$ cat src/rtl/booth_seq_mult_pkg.sv
// Shared constants for the sequential Booth multiplier: FSM state codes and Booth op-codes.
// Also provides a helper that maps the {Q[0], q_1} pair to an op-code.
package booth_seq_mult_pkg;

    localparam logic [1:0] ST_IDLE = 2'd0;
    localparam logic [1:0] ST_RUN  = 2'd1;
    localparam logic [1:0] ST_DONE = 2'd2;

    localparam logic [1:0] BOOTH_NOP = 2'd0;
    localparam logic [1:0] BOOTH_ADD = 2'd1;
    localparam logic [1:0] BOOTH_SUB = 2'd2;

    function automatic logic [1:0] booth_op(input logic q0, input logic q_1);
        logic [1:0] op;
        case ({q0, q_1})
            2'b01:   op = BOOTH_ADD;
            2'b10:   op = BOOTH_SUB;
            default: op = BOOTH_NOP;
        endcase
        return op;
    endfunction

endpackage

$ cat src/rtl/booth_seq_mult_step.sv
// One radix-2 Booth step: conditional add/subtract of M into A, then an arithmetic
// right shift of {A, Q, q_1} by one bit. Purely combinational.
module booth_seq_mult_step
    import booth_seq_mult_pkg::*;
#(
    parameter int unsigned E = 9
) (
    input  logic [E:0]   a_i,
    input  logic [E-1:0] q_i,
    input  logic         q_1_i,
    input  logic [E-1:0] m_i,
    output logic [E:0]   a_o,
    output logic [E-1:0] q_o,
    output logic         q_1_o
);

    logic [E:0] m_ext;
    logic [E:0] sum;
    logic [1:0] op;

    // A carries one guard bit so that A - M never overflows, even for M = most negative.
    assign m_ext = {m_i[E-1], m_i};
    assign op    = booth_op(q_i[0], q_1_i);

    always_comb begin
        sum = a_i;
        case (op)
            BOOTH_ADD: sum = a_i + m_ext;
            BOOTH_SUB: sum = a_i - m_ext;
            default:   sum = a_i;
        endcase
    end

    assign a_o   = {sum[E], sum[E:1]};
    assign q_o   = {sum[0], q_i[E-1:1]};
    assign q_1_o = q_i[0];

endmodule

$ cat src/rtl/booth_seq_mult.sv
// Sequential radix-2 Booth multiplier, one step per clock, signed or unsigned per operation.
// Operands are widened to WIDTH+1 bits so a single signed Booth product covers both modes.
module booth_seq_mult
    import booth_seq_mult_pkg::*;
#(
    parameter int unsigned WIDTH = 8
) (
    input  logic               clk,
    input  logic               rst_n,
    input  logic               start,
    input  logic               is_signed,
    input  logic [WIDTH-1:0]   x,
    input  logic [WIDTH-1:0]   y,
    output logic               ready,
    output logic               busy,
    output logic               done,
    output logic [2*WIDTH-1:0] p
);

    localparam int unsigned E  = WIDTH + 1;
    localparam int unsigned CW = $clog2(E);

    logic [1:0]         state_q, state_d;
    logic [E-1:0]       m_q, m_d;
    logic [E:0]         a_q, a_d;
    logic [E-1:0]       q_q, q_d;
    logic               q1_q, q1_d;
    logic [CW-1:0]      cnt_q, cnt_d;
    logic [2*WIDTH-1:0] p_q, p_d;

    logic [E-1:0] x_ext, y_ext;
    logic [E:0]   a_nx;
    logic [E-1:0] q_nx;
    logic         q1_nx;

    assign x_ext = is_signed ? {x[WIDTH-1], x} : {1'b0, x};
    assign y_ext = is_signed ? {y[WIDTH-1], y} : {1'b0, y};

    booth_seq_mult_step #(
        .E (E)
    ) u_step (
        .a_i   (a_q),
        .q_i   (q_q),
        .q_1_i (q1_q),
        .m_i   (m_q),
        .a_o   (a_nx),
        .q_o   (q_nx),
        .q_1_o (q1_nx)
    );

    always_comb begin
        state_d = state_q;
        m_d     = m_q;
        a_d     = a_q;
        q_d     = q_q;
        q1_d    = q1_q;
        cnt_d   = cnt_q;
        p_d     = p_q;
        case (state_q)
            ST_IDLE: begin
                if (start) begin
                    m_d     = x_ext;
                    q_d     = y_ext;
                    a_d     = '0;
                    q1_d    = 1'b0;
                    cnt_d   = CW'(E - 1);
                    state_d = ST_RUN;
                end
            end
            ST_RUN: begin
                a_d  = a_nx;
                q_d  = q_nx;
                q1_d = q1_nx;
                if (cnt_q == '0) begin
                    // Product is captured on the final step so it is valid while done is high.
                    p_d     = {a_nx[WIDTH-2:0], q_nx};
                    state_d = ST_DONE;
                end else begin
                    cnt_d = cnt_q - 1'b1;
                end
            end
            ST_DONE: state_d = ST_IDLE;
            default: state_d = ST_IDLE;
        endcase
    end

    always_ff @(posedge clk or negedge rst_n) begin
        if (!rst_n) begin
            state_q <= ST_IDLE;
            m_q     <= '0;
            a_q     <= '0;
            q_q     <= '0;
            q1_q    <= 1'b0;
            cnt_q   <= '0;
            p_q     <= '0;
        end else begin
            state_q <= state_d;
            m_q     <= m_d;
            a_q     <= a_d;
            q_q     <= q_d;
            q1_q    <= q1_d;
            cnt_q   <= cnt_d;
            p_q     <= p_d;
        end
    end

    assign ready = (state_q == ST_IDLE);
    assign busy  = (state_q == ST_RUN) || (state_q == ST_DONE);
    assign done  = (state_q == ST_DONE);
    assign p     = p_q;

endmodule

$ cat config.mk
export PLATFORM = sky130hd
export DESIGN_NAME = booth_seq_mult
export DESIGN_NICKNAME = d
export VERILOG_FILES = /design/src/rtl/booth_seq_mult_pkg.sv /design/src/rtl/booth_seq_mult_step.sv /design/src/rtl/booth_seq_mult.sv
export SDC_FILE = /design/constraint.sdc
export NUM_CORES = 1
export LEC_CHECK = 0
export BUFFER_PORTS_ARGS = -buffer_cell sky130_fd_sc_hd__buf_2
export CELL_PAD_IN_SITES_DETAIL_PLACEMENT = 0
export CELL_PAD_IN_SITES_GLOBAL_PLACEMENT = 1
export CORE_MARGIN = 2
export CORE_UTILIZATION = 45
export CTS_CLUSTER_SIZE = 12
export DETAILED_ROUTE_END_ITERATION = 12
export GPL_TIMING_DRIVEN = 0
export PLACE_DENSITY_LB_ADDON = 0.1
export SETUP_SLACK_MARGIN = 0.5
export SLEW_MARGIN = 0
export SYNTH_ARGS = -nofsm -noshare
export SYNTH_HDL_FRONTEND = slang
export SYNTH_SLANG_ARGS = --single-unit
$ cat constraint.sdc
create_clock -name clk -period 3.05 [get_ports clk]
set_input_delay 0.1525 -clock clk [delete_from_list [all_inputs] [get_ports clk]]
set_output_delay 0.1525 -clock clk [all_outputs]
set_load 0.02 [all_outputs]
==> impl_metrics.xml, run 1 <==
<?xml version="1.0" encoding="UTF-8"?>
<metrics>
  <group name="outcome">
    <metric name="status" unit="">complete, no violations</metric>
  </group>
  <group name="setup_path">
    <metric name="launching_element_type_of_the_critical_path" unit="">flip-flop</metric>
    <metric name="worst_r2r_startpoint" unit="">m_q[0]</metric>
    <metric name="required" unit="ps">3280</metric>
    <metric name="ff2ff_setup_slack" unit="ps">370</metric>
    <metric name="crit_end" unit="">p[15]</metric>
    <metric name="critical_path.startpoint" unit="">m_q[0]</metric>
    <metric name="reg2reg_depth" unit="">10</metric>
    <metric name="critPathKind" unit="">reg -&gt; reg</metric>
    <metric name="reg2reg_to" unit="">p[15]</metric>
    <metric name="critPathArrivalTime" unit="ps">2920</metric>
    <metric name="crit_path_max_fanout" unit="">3</metric>
    <metric name="critical_path_sink_type" unit="">flip-flop</metric>
  </group>
  <group name="cts">
    <metric name="cts-root-to-sink-buffers" unit="">2</metric>
    <metric name="tritoncts" unit="">done</metric>
    <metric name="worst_setup_hold_path_clk_slew" unit="ps">90</metric>
    <metric name="postCtsHoldBufs" unit="">0</metric>
    <metric name="tritoncts_num_sinks" unit="">50</metric>
    <metric name="worst_skew_pair.late_latency" unit="ps">300</metric>
    <metric name="cts_max_level" unit="">2</metric>
    <metric name="cts_made_buffers" unit="">5</metric>
    <metric name="cts.root.buffer_cell" unit="">sky130_fd_sc_hd__clkbuf_8</metric>
  </group>
  <group name="timing">
    <metric name="clock-skew-final" unit="ps">4.71</metric>
    <metric name="worstMarginPinSlew" unit="ps">1120</metric>
    <metric name="final.setup.worst_slack" unit="ps">365</metric>
    <metric name="maxClockFrequency" unit="GHz">0.372</metric>
    <metric name="timing_hold_violations_final" unit="">0</metric>
    <metric name="max_slew_margin" unit="%">25.5</metric>
    <metric name="setup_viol" unit="">0</metric>
    <metric name="totalNegativeSetupSlack" unit="ps">0</metric>
    <metric name="min_period_over_period" unit="%">88.0</metric>
    <metric name="grt_setup_unrepaired" unit="">true</metric>
    <metric name="finalCriticalPeriod" unit="ps">2680</metric>
    <metric name="final-max-slew-violation-count" unit="">0</metric>
  </group>
  <group name="power_and_ir_drop">
    <metric name="cellPowerDensity" unit="mW/mm²">1330</metric>
    <metric name="power.static_leakage" unit="nW">1.56</metric>
    <metric name="vdd_ir_drop_max" unit="mV">0.576</metric>
  </group>
  <group name="floorplan">
    <metric name="fp-row-count" unit="">28</metric>
    <metric name="total_die_area" unit="mm²">0.00685</metric>
    <metric name="initial_core_util" unit="%">46.8</metric>
    <metric name="chipHeight" unit="µm">82.7</metric>
    <metric name="die_width" unit="µm">82.7</metric>
    <metric name="io_pins" unit="">39</metric>
    <metric name="floorplan.core_area" unit="mm²">0.00596</metric>
  </group>
  <group name="min_path">
    <metric name="timing.hold.worst.class" unit="">in -&gt; async</metric>
  </group>
  <group name="placement">
    <metric name="finalWeightedCongestion" unit="">0.756</metric>
    <metric name="post-place-ws" unit="ps">202</metric>
    <metric name="place_area" unit="mm²">0.00309</metric>
    <metric name="detailed_place_hpwl" unit="µm">4130</metric>
    <metric name="dpl.cell_count" unit="">384</metric>
    <metric name="io_buffer_count" unit="">38</metric>
  </group>
  <group name="finish">
    <metric name="postLayoutCellArea" unit="mm²">0.00336</metric>
    <metric name="layout.cells.non_filler" unit="">402</metric>
    <metric name="antennaDiodeCount" unit="">0</metric>
    <metric name="syn_to_final_growth" unit="%">20.5</metric>
    <metric name="finalCoreUtilization" unit="%">56.4</metric>
    <metric name="layout_cells_sized_above_1" unit="%">30.9</metric>
    <metric name="design.final.nets" unit="">363</metric>
  </group>
  <group name="grt">
    <metric name="maximum_number_of_pins_on_one_net_before_global_route_repair" unit="">51</metric>
    <metric name="grt-ovfl-total" unit="">0</metric>
    <metric name="grt_pass1_wl" unit="µm">9790</metric>
    <metric name="grt_pass1_vias" unit="">2029</metric>
    <metric name="global_route.usage.total" unit="%">18.9</metric>
    <metric name="antenna_found_initial" unit="">0</metric>
  </group>
  <group name="logic_synthesis">
    <metric name="synth-seq-cells" unit="">50</metric>
    <metric name="yosys_warns" unit="">0</metric>
    <metric name="post_synth_inst_count" unit="">271</metric>
    <metric name="synth.lib_cells_used.distinct" unit="">42</metric>
    <metric name="synthesized_netlist_net_count" unit="">308</metric>
    <metric name="syn-mean-instance-area" unit="µm²">10.3</metric>
    <metric name="ys_seq_area_share" unit="%">44.8</metric>
    <metric name="post_synth_instance_area" unit="mm²">0.00279</metric>
  </group>
  <group name="drt">
    <metric name="post-route-drc-count" unit="">0</metric>
    <metric name="detail_route.iter0.violations" unit="">124</metric>
    <metric name="vias" unit="">2097</metric>
    <metric name="wl_per_cell" unit="µm">14.7</metric>
    <metric name="totalWireLength" unit="µm">5900</metric>
    <metric name="ant_nets" unit="">0</metric>
    <metric name="drt_pre_antenna_iters" unit="">4</metric>
    <metric name="drt-vias-per-instance" unit="">5.22</metric>
  </group>
  <group name="run">
    <metric name="max_cap_viol_count" unit="">0</metric>
  </group>
</metrics>
## power by group
part           switching, mW  internal, mW
sequential             0.207         0.946
clock                  0.224         0.245
combinational           1.53          1.33
total                   1.96          2.52
## placed cells by master (no fill, tap or decap), drive strengths merged
cell | netlist | layout
buf | 4 | 52
dfrtp | 50 | 50
nand2 | 35 | 35
o21ai | 30 | 30
mux2 | 20 | 20
ha | 16 | 16
nor2 | 15 | 15
inv | 13 | 13
a21oi | 12 | 12
clkbuf | 6 | 12
xnor2 | 10 | 10
mux2i | 8 | 8
o21a | 6 | 6
nor3 | 6 | 6
nor2b | 6 | 6
a22o | 4 | 4
o31a | 3 | 3
nand3 | 3 | 3
o31ai | 3 | 3
or3 | 2 | 2
o22ai | 2 | 2
and2 | 2 | 2
nor3b | 2 | 2
or4 | 1 | 1
nand2b | 1 | 1
a211oi | 1 | 1
a22oi | 1 | 1
o221a | 1 | 1
a21boi | 1 | 1
a311oi | 1 | 1
o32ai | 1 | 1
and3 | 1 | 1
a2111oi | 1 | 1
xor2 | 1 | 1
a32oi | 1 | 1
fa | 1 | 1
bufinv | 0 | 1
clkinvlp | 0 | 1
## Yosys cell counts
master                       n  area [µm²]
sky130_fd_sc_hd__a2111oi_0   1        8.76
sky130_fd_sc_hd__a211oi_1    1        7.51
sky130_fd_sc_hd__a21boi_0    1        7.51
sky130_fd_sc_hd__a21oi_1    12        60.1
sky130_fd_sc_hd__a22o_1      4        35.0
sky130_fd_sc_hd__a22oi_1     1        7.51
sky130_fd_sc_hd__a311oi_4    1        26.3
sky130_fd_sc_hd__a32oi_1     1        8.76
sky130_fd_sc_hd__and2_1      2        12.5
sky130_fd_sc_hd__and3_1      1        6.26
sky130_fd_sc_hd__buf_1       1        3.75
sky130_fd_sc_hd__buf_6       3        33.8
sky130_fd_sc_hd__clkbuf_1    3        11.3
sky130_fd_sc_hd__clkbuf_4    1        7.51
sky130_fd_sc_hd__clkbuf_8    2        27.5
sky130_fd_sc_hd__dfrtp_1    50        1250
sky130_fd_sc_hd__fa_1        1        20.0
sky130_fd_sc_hd__ha_1       16         200
sky130_fd_sc_hd__inv_1      13        48.8
sky130_fd_sc_hd__mux2_2     20         225
sky130_fd_sc_hd__mux2i_1     8        80.1
sky130_fd_sc_hd__nand2_1    35         131
sky130_fd_sc_hd__nand2b_1    1        6.26
sky130_fd_sc_hd__nand3_1     3        15.0
sky130_fd_sc_hd__nor2_1     15        56.3
sky130_fd_sc_hd__nor2b_1     6        37.5
sky130_fd_sc_hd__nor3_1      6        30.0
sky130_fd_sc_hd__nor3b_1     2        15.0
sky130_fd_sc_hd__o21a_1      6        45.0
sky130_fd_sc_hd__o21ai_0    29         145
sky130_fd_sc_hd__o21ai_1     1        5.00
sky130_fd_sc_hd__o221a_2     1        11.3
sky130_fd_sc_hd__o22ai_1     2        12.5
sky130_fd_sc_hd__o31a_1      3        26.3
sky130_fd_sc_hd__o31ai_1     2        15.0
sky130_fd_sc_hd__o31ai_2     1        12.5
sky130_fd_sc_hd__o32ai_1     1        8.76
sky130_fd_sc_hd__or3_1       2        12.5
sky130_fd_sc_hd__or4_4       1        11.3
sky130_fd_sc_hd__xnor2_1     9        78.8
sky130_fd_sc_hd__xnor2_2     1        16.3
sky130_fd_sc_hd__xor2_1      1        8.76
## layout make-up
class / instances / area [µm²]
Timing Repair Buffer: 48 / 265
Inverter: 13 / 48.8
Fill cell: 540 / 2590
Clock buffer: 6 / 72.6
Multi-Input combinational cell: 198 / 1510
Sequential cell: 50 / 1250
Buffer: 10 / 83.8
Clock inverter: 2 / 37.5
Tap cell: 75 / 93.8
## sequential cells by signal, summed over array words and instances (netlist names)
signal,count
q_q,9
q1_q,1
p,16
cnt_q,4
a_q,9
m_q,9
state_q,2
## routing by layer
layer  wire length (µm)  vias to the layer above  GRT usage (%)
met5                  0                        -              0
met4                 25                        0           4.26
met3                231                        2           4.02
met2               2650                       40           29.0
met1               2990                      996           27.5
li1                   -                     1059              -
## cell families (layout without fill, tap and decap cells)
group,Yosys count,after routing,synth area share [%]
XOR/XNOR,11,11,3.72
adder cells (fa/ha/maj),17,17,7.89
AND/OR/NAND/NOR,74,74,12.0
AO/OA/AOI/OAI,68,68,15.9
buffers and inverters,23,79,4.75
multiplexers,28,28,10.9
flip-flops,50,50,44.8
## per-stage QoR
| stage | power (mW) | hold WS, ps |
|---|---|---|
| floorplan | 3.10 | -143 |
| global placement | 3.64 | 385 |
| detailed placement | 3.67 | 387 |
| CTS | 4.40 | 62.8 |
| global route | 4.88 | 62.9 |
| finish | 4.48 | 54.4 |
## how the worst min path moves through the flow
| stage | from | to | slack [ps] | depth (start not counted) |
|---|---|---|---|---|
| after floorplan | rst_n | a_q[0] | -140 | 0 |
| after global placement | x[0] | m_q[0] | 390 | 2 |
| after detailed placement | x[6] | m_q[6] | 390 | 2 |
| after CTS | x[6] | m_q[6] | 60 | 2 |
| after global routing | x[4] | m_q[4] | 60 | 2 |
| final | rst_n | cnt_q[3] | 50 | 1 |
## worst max-delay path, stage by stage, from the launching register on
cell and delay [ps]:
sky130_fd_sc_hd__dfrtp_1 410, sky130_fd_sc_hd__or4_4 540, sky130_fd_sc_hd__nor2_1 100, sky130_fd_sc_hd__nor2_1 50, sky130_fd_sc_hd__xnor2_1 130, sky130_fd_sc_hd__ha_2 190
sky130_fd_sc_hd__or3_1 360, sky130_fd_sc_hd__o221a_4 250, sky130_fd_sc_hd__o21a_1 180, sky130_fd_sc_hd__o31a_1 280, sky130_fd_sc_hd__o21ai_1 130
## timing repair
action	4_1_cts	5_1_grt
setup buffers	9	1
pin swaps	14	4
gates resized for setup	13	9
endpoints found under the hold margin	0	0
setup endpoints to repair	10	10
No activity file was read; power rests on OpenSTA's default activity.
==> run 2, diff against run 1 <==
--- a/config.mk
+++ b/config.mk
@@ -13,7 +13,7 @@
 export CTS_CLUSTER_SIZE = 12
 export DETAILED_ROUTE_END_ITERATION = 12
 export GPL_TIMING_DRIVEN = 0
-export PLACE_DENSITY_LB_ADDON = 0.1
+export PLACE_DENSITY_LB_ADDON = 0.05
 export SETUP_SLACK_MARGIN = 0.5
 export SLEW_MARGIN = 0
 export SYNTH_ARGS = -nofsm -noshare
==> run 2 against run 1 <==
Clock skew increased by 1.3 ps. First-iteration DRC count is 44% lower. Register-to-register slack worse by 160 ps. Critical path depth did not move. Hold slack lost 17 ps. Worst setup slack lost 160 ps. Via count increased by 2.6%. Sequential share of layout area fell by 0.85 points. Design area rose by 2.3%. Sequential power about the same. Final cell count rose by 1.7%. Clock power hardly changed. Highest routed layer unchanged.
==> impl_metrics.xml, run 2 (synthesis results as in run 1) <==
<?xml version="1.0" encoding="UTF-8"?>
<metrics>
  <group name="placement">
    <metric name="detailed_place_hpwl" unit="µm">4170</metric>
    <metric name="io_buffer_count" unit="">38</metric>
    <metric name="finalWeightedCongestion" unit="">0.780</metric>
  </group>
  <group name="finish">
    <metric name="syn_to_final_growth" unit="%">23.3</metric>
    <metric name="design.final.nets" unit="">370</metric>
    <metric name="antennaDiodeCount" unit="">0</metric>
    <metric name="layout_commonest_cell" unit="">sky130_fd_sc_hd__dfrtp_1</metric>
    <metric name="leading_cell_types_in_the_layout_fill_and_taps_excluded" unit="">sky130_fd_sc_hd__dfrtp_1 (50), sky130_fd_sc_hd__buf_2 (38), sky130_fd_sc_hd__nand2_1 (35)</metric>
    <metric name="layout_cells_sized_above_1" unit="%">33.2</metric>
    <metric name="largest_register_ff_count" unit="">16</metric>
  </group>
  <group name="floorplan">
    <metric name="io_pins" unit="">39</metric>
    <metric name="fp-row-count" unit="">28</metric>
    <metric name="floorplan.core_area" unit="mm²">0.00596</metric>
    <metric name="chipHeight" unit="µm">82.7</metric>
    <metric name="total_die_area" unit="mm²">0.00685</metric>
    <metric name="initial_core_util" unit="%">46.8</metric>
    <metric name="die_width" unit="µm">82.7</metric>
  </group>
  <group name="cts">
    <metric name="worst_skew_pair.late_latency" unit="ps">310</metric>
    <metric name="worst_setup_hold_path_clk_slew" unit="ps">90</metric>
    <metric name="cts_made_buffers" unit="">5</metric>
    <metric name="cts-root-to-sink-buffers" unit="">2</metric>
    <metric name="cts.root.buffer_cell" unit="">sky130_fd_sc_hd__clkbuf_8</metric>
    <metric name="tritoncts_num_sinks" unit="">50</metric>
    <metric name="cts_max_level" unit="">2</metric>
    <metric name="postCtsHoldBufs" unit="">0</metric>
    <metric name="tritoncts" unit="">done</metric>
  </group>
  <group name="power_and_ir_drop">
    <metric name="power_switching_share" unit="%">43.0</metric>
    <metric name="sequential_power_share" unit="%">25.1</metric>
    <metric name="power.clock.fraction" unit="%">10.2</metric>
    <metric name="total_switching_power" unit="mW">1.99</metric>
    <metric name="cellPowerDensity" unit="mW/mm²">1350</metric>
    <metric name="p_comb_share" unit="%">64.8</metric>
    <metric name="power.static_leakage" unit="nW">1.60</metric>
    <metric name="vdd_ir_drop_max" unit="mV">0.468</metric>
    <metric name="internal_pwr_total" unit="mW">2.64</metric>
  </group>
  <group name="drt">
    <metric name="detail_route.iter0.violations" unit="">70</metric>
    <metric name="post-route-drc-count" unit="">0</metric>
    <metric name="ant_nets" unit="">0</metric>
    <metric name="wl_per_cell" unit="µm">14.5</metric>
    <metric name="drt-vias-per-instance" unit="">5.26</metric>
    <metric name="totalWireLength" unit="µm">5950</metric>
    <metric name="vias" unit="">2151</metric>
    <metric name="drt_pre_antenna_iters" unit="">5</metric>
  </group>
  <group name="timing">
    <metric name="fin_worst_hold_slack" unit="ps">37.5</metric>
    <metric name="finalCriticalPeriod" unit="ps">2840</metric>
    <metric name="timing_hold_violations_final" unit="">0</metric>
    <metric name="totalNegativeSetupSlack" unit="ps">0</metric>
    <metric name="min_period_over_period" unit="%">93.2</metric>
    <metric name="setup_viol" unit="">0</metric>
    <metric name="final-max-slew-violation-count" unit="">0</metric>
    <metric name="grt_setup_unrepaired" unit="">true</metric>
    <metric name="max_slew_margin" unit="%">25.3</metric>
    <metric name="clock-skew-final" unit="ps">6.02</metric>
    <metric name="worstMarginPinSlew" unit="ps">1120</metric>
    <metric name="maxClockFrequency" unit="GHz">0.352</metric>
  </group>
  <group name="grt">
    <metric name="met1_usage" unit="%">28.2</metric>
    <metric name="busiest_layer" unit="">met2</metric>
    <metric name="grt_use_met2" unit="%">28.5</metric>
    <metric name="grt-ovfl-total" unit="">0</metric>
    <metric name="antenna_found_initial" unit="">0</metric>
    <metric name="grt_pass1_wl" unit="µm">9750</metric>
    <metric name="maximum_number_of_pins_on_one_net_before_global_route_repair" unit="">51</metric>
    <metric name="global_route.usage.total" unit="%">19.1</metric>
    <metric name="grt_pass1_vias" unit="">1964</metric>
    <metric name="grt_util_met3" unit="%">4.13</metric>
  </group>
  <group name="setup_path">
    <metric name="crit_path_max_fanout" unit="">4</metric>
    <metric name="critical_path_sink_type" unit="">flip-flop</metric>
    <metric name="critPathArrivalTime" unit="ps">3050</metric>
    <metric name="critPathKind" unit="">reg -&gt; reg</metric>
    <metric name="launching_element_type_of_the_critical_path" unit="">flip-flop</metric>
    <metric name="required" unit="ps">3260</metric>
  </group>
  <group name="run">
    <metric name="max_cap_viol_count" unit="">0</metric>
  </group>
  <group name="min_path">
    <metric name="timing.hold.worst.class" unit="">in -&gt; async</metric>
  </group>
  <group name="outcome">
    <metric name="status" unit="">complete, no violations</metric>
  </group>
</metrics>
-- run 2: metrics by stage --
| stage | cells | setup WS [ps] | total power [mW] | utilization, % | instance area, µm² |
|---|---|---|---|---|---|
| detailed placement | 384 | 166 | 3.67 | 51.9 | 3090 |
| floorplan | 271 | 395 | 3.10 | - | 2810 |
| global placement | 384 | 240 | 3.64 | 51.9 | 3090 |
| global route | 409 | 91.2 | 5.05 | 57.8 | 3440 |
| CTS | 404 | 263 | 4.46 | 56.1 | 3340 |
| finish | 409 | 206 | 4.64 | 57.8 | 3440 |
-- run 2: metal layers --
layer,wire (µm),up-vias
li1,-,1076
met1,3000,1023
met2,2570,44
met3,307,8
met4,65,0
met5,0,-
-- run 2: cell type report --
type	instances	area (µm²)
fillers	559	2510
multi-input cells	198	1540
plain buffers	10	83.8
well taps	75	93.8
flip-flops and latches	50	1250
clock inverters	2	37.5
repair buffers	55	318
inverters	13	48.8
clock buffers	6	72.6
-- run 2: power by group through the flow --
| stage | registers [mW] | clock network [mW] | logic (mW) |
|---|---|---|---|
| final | 1.16 | 0.472 | 3.00 |
| after global routing | 1.20 | 0.514 | 3.34 |
| after CTS | 1.15 | 0.485 | 2.83 |
| after detailed placement | 1.17 | 0 | 2.50 |
| after global placement | 1.17 | 0 | 2.47 |
| after floorplan | 1.23 | 0 | 1.86 |
-- run 2: final timing paths --
kind | to | cells past startpoint | start | slack (ps)
max reg2reg | a_q[8] | 10 | m_q[0] | 210
min | cnt_q[3] | 1 | rst_n | 40
min reg2reg | p[9] | 2 | p[9] | 490
max in group asynchronous | a_q[3] | 1 | rst_n | 2300
min in group clk | m_q[1] | 2 | x[1] | 70
max | a_q[8] | 10 | m_q[0] | 210
-- run 2: critical path: stages (launching register included) --
cell and delay, ps:
sky130_fd_sc_hd__dfrtp_1 420, sky130_fd_sc_hd__or4_4 550, sky130_fd_sc_hd__nor2_4 100, sky130_fd_sc_hd__nor2_2 50, sky130_fd_sc_hd__xnor2_2 140, sky130_fd_sc_hd__ha_2 200, sky130_fd_sc_hd__or3_4 360, sky130_fd_sc_hd__o221a_4 240
sky130_fd_sc_hd__a311oi_4 300, sky130_fd_sc_hd__xnor2_1 100, sky130_fd_sc_hd__o32ai_1 280
-- run 2: what timing repair did --
action | 4_1_cts | 5_1_grt
gates resized for setup | 16 | 12
setup endpoints to repair | 10 | 10
setup buffers | 12 | 5
hold endpoints to repair | 0 | 0
pin swaps | 9 | 13
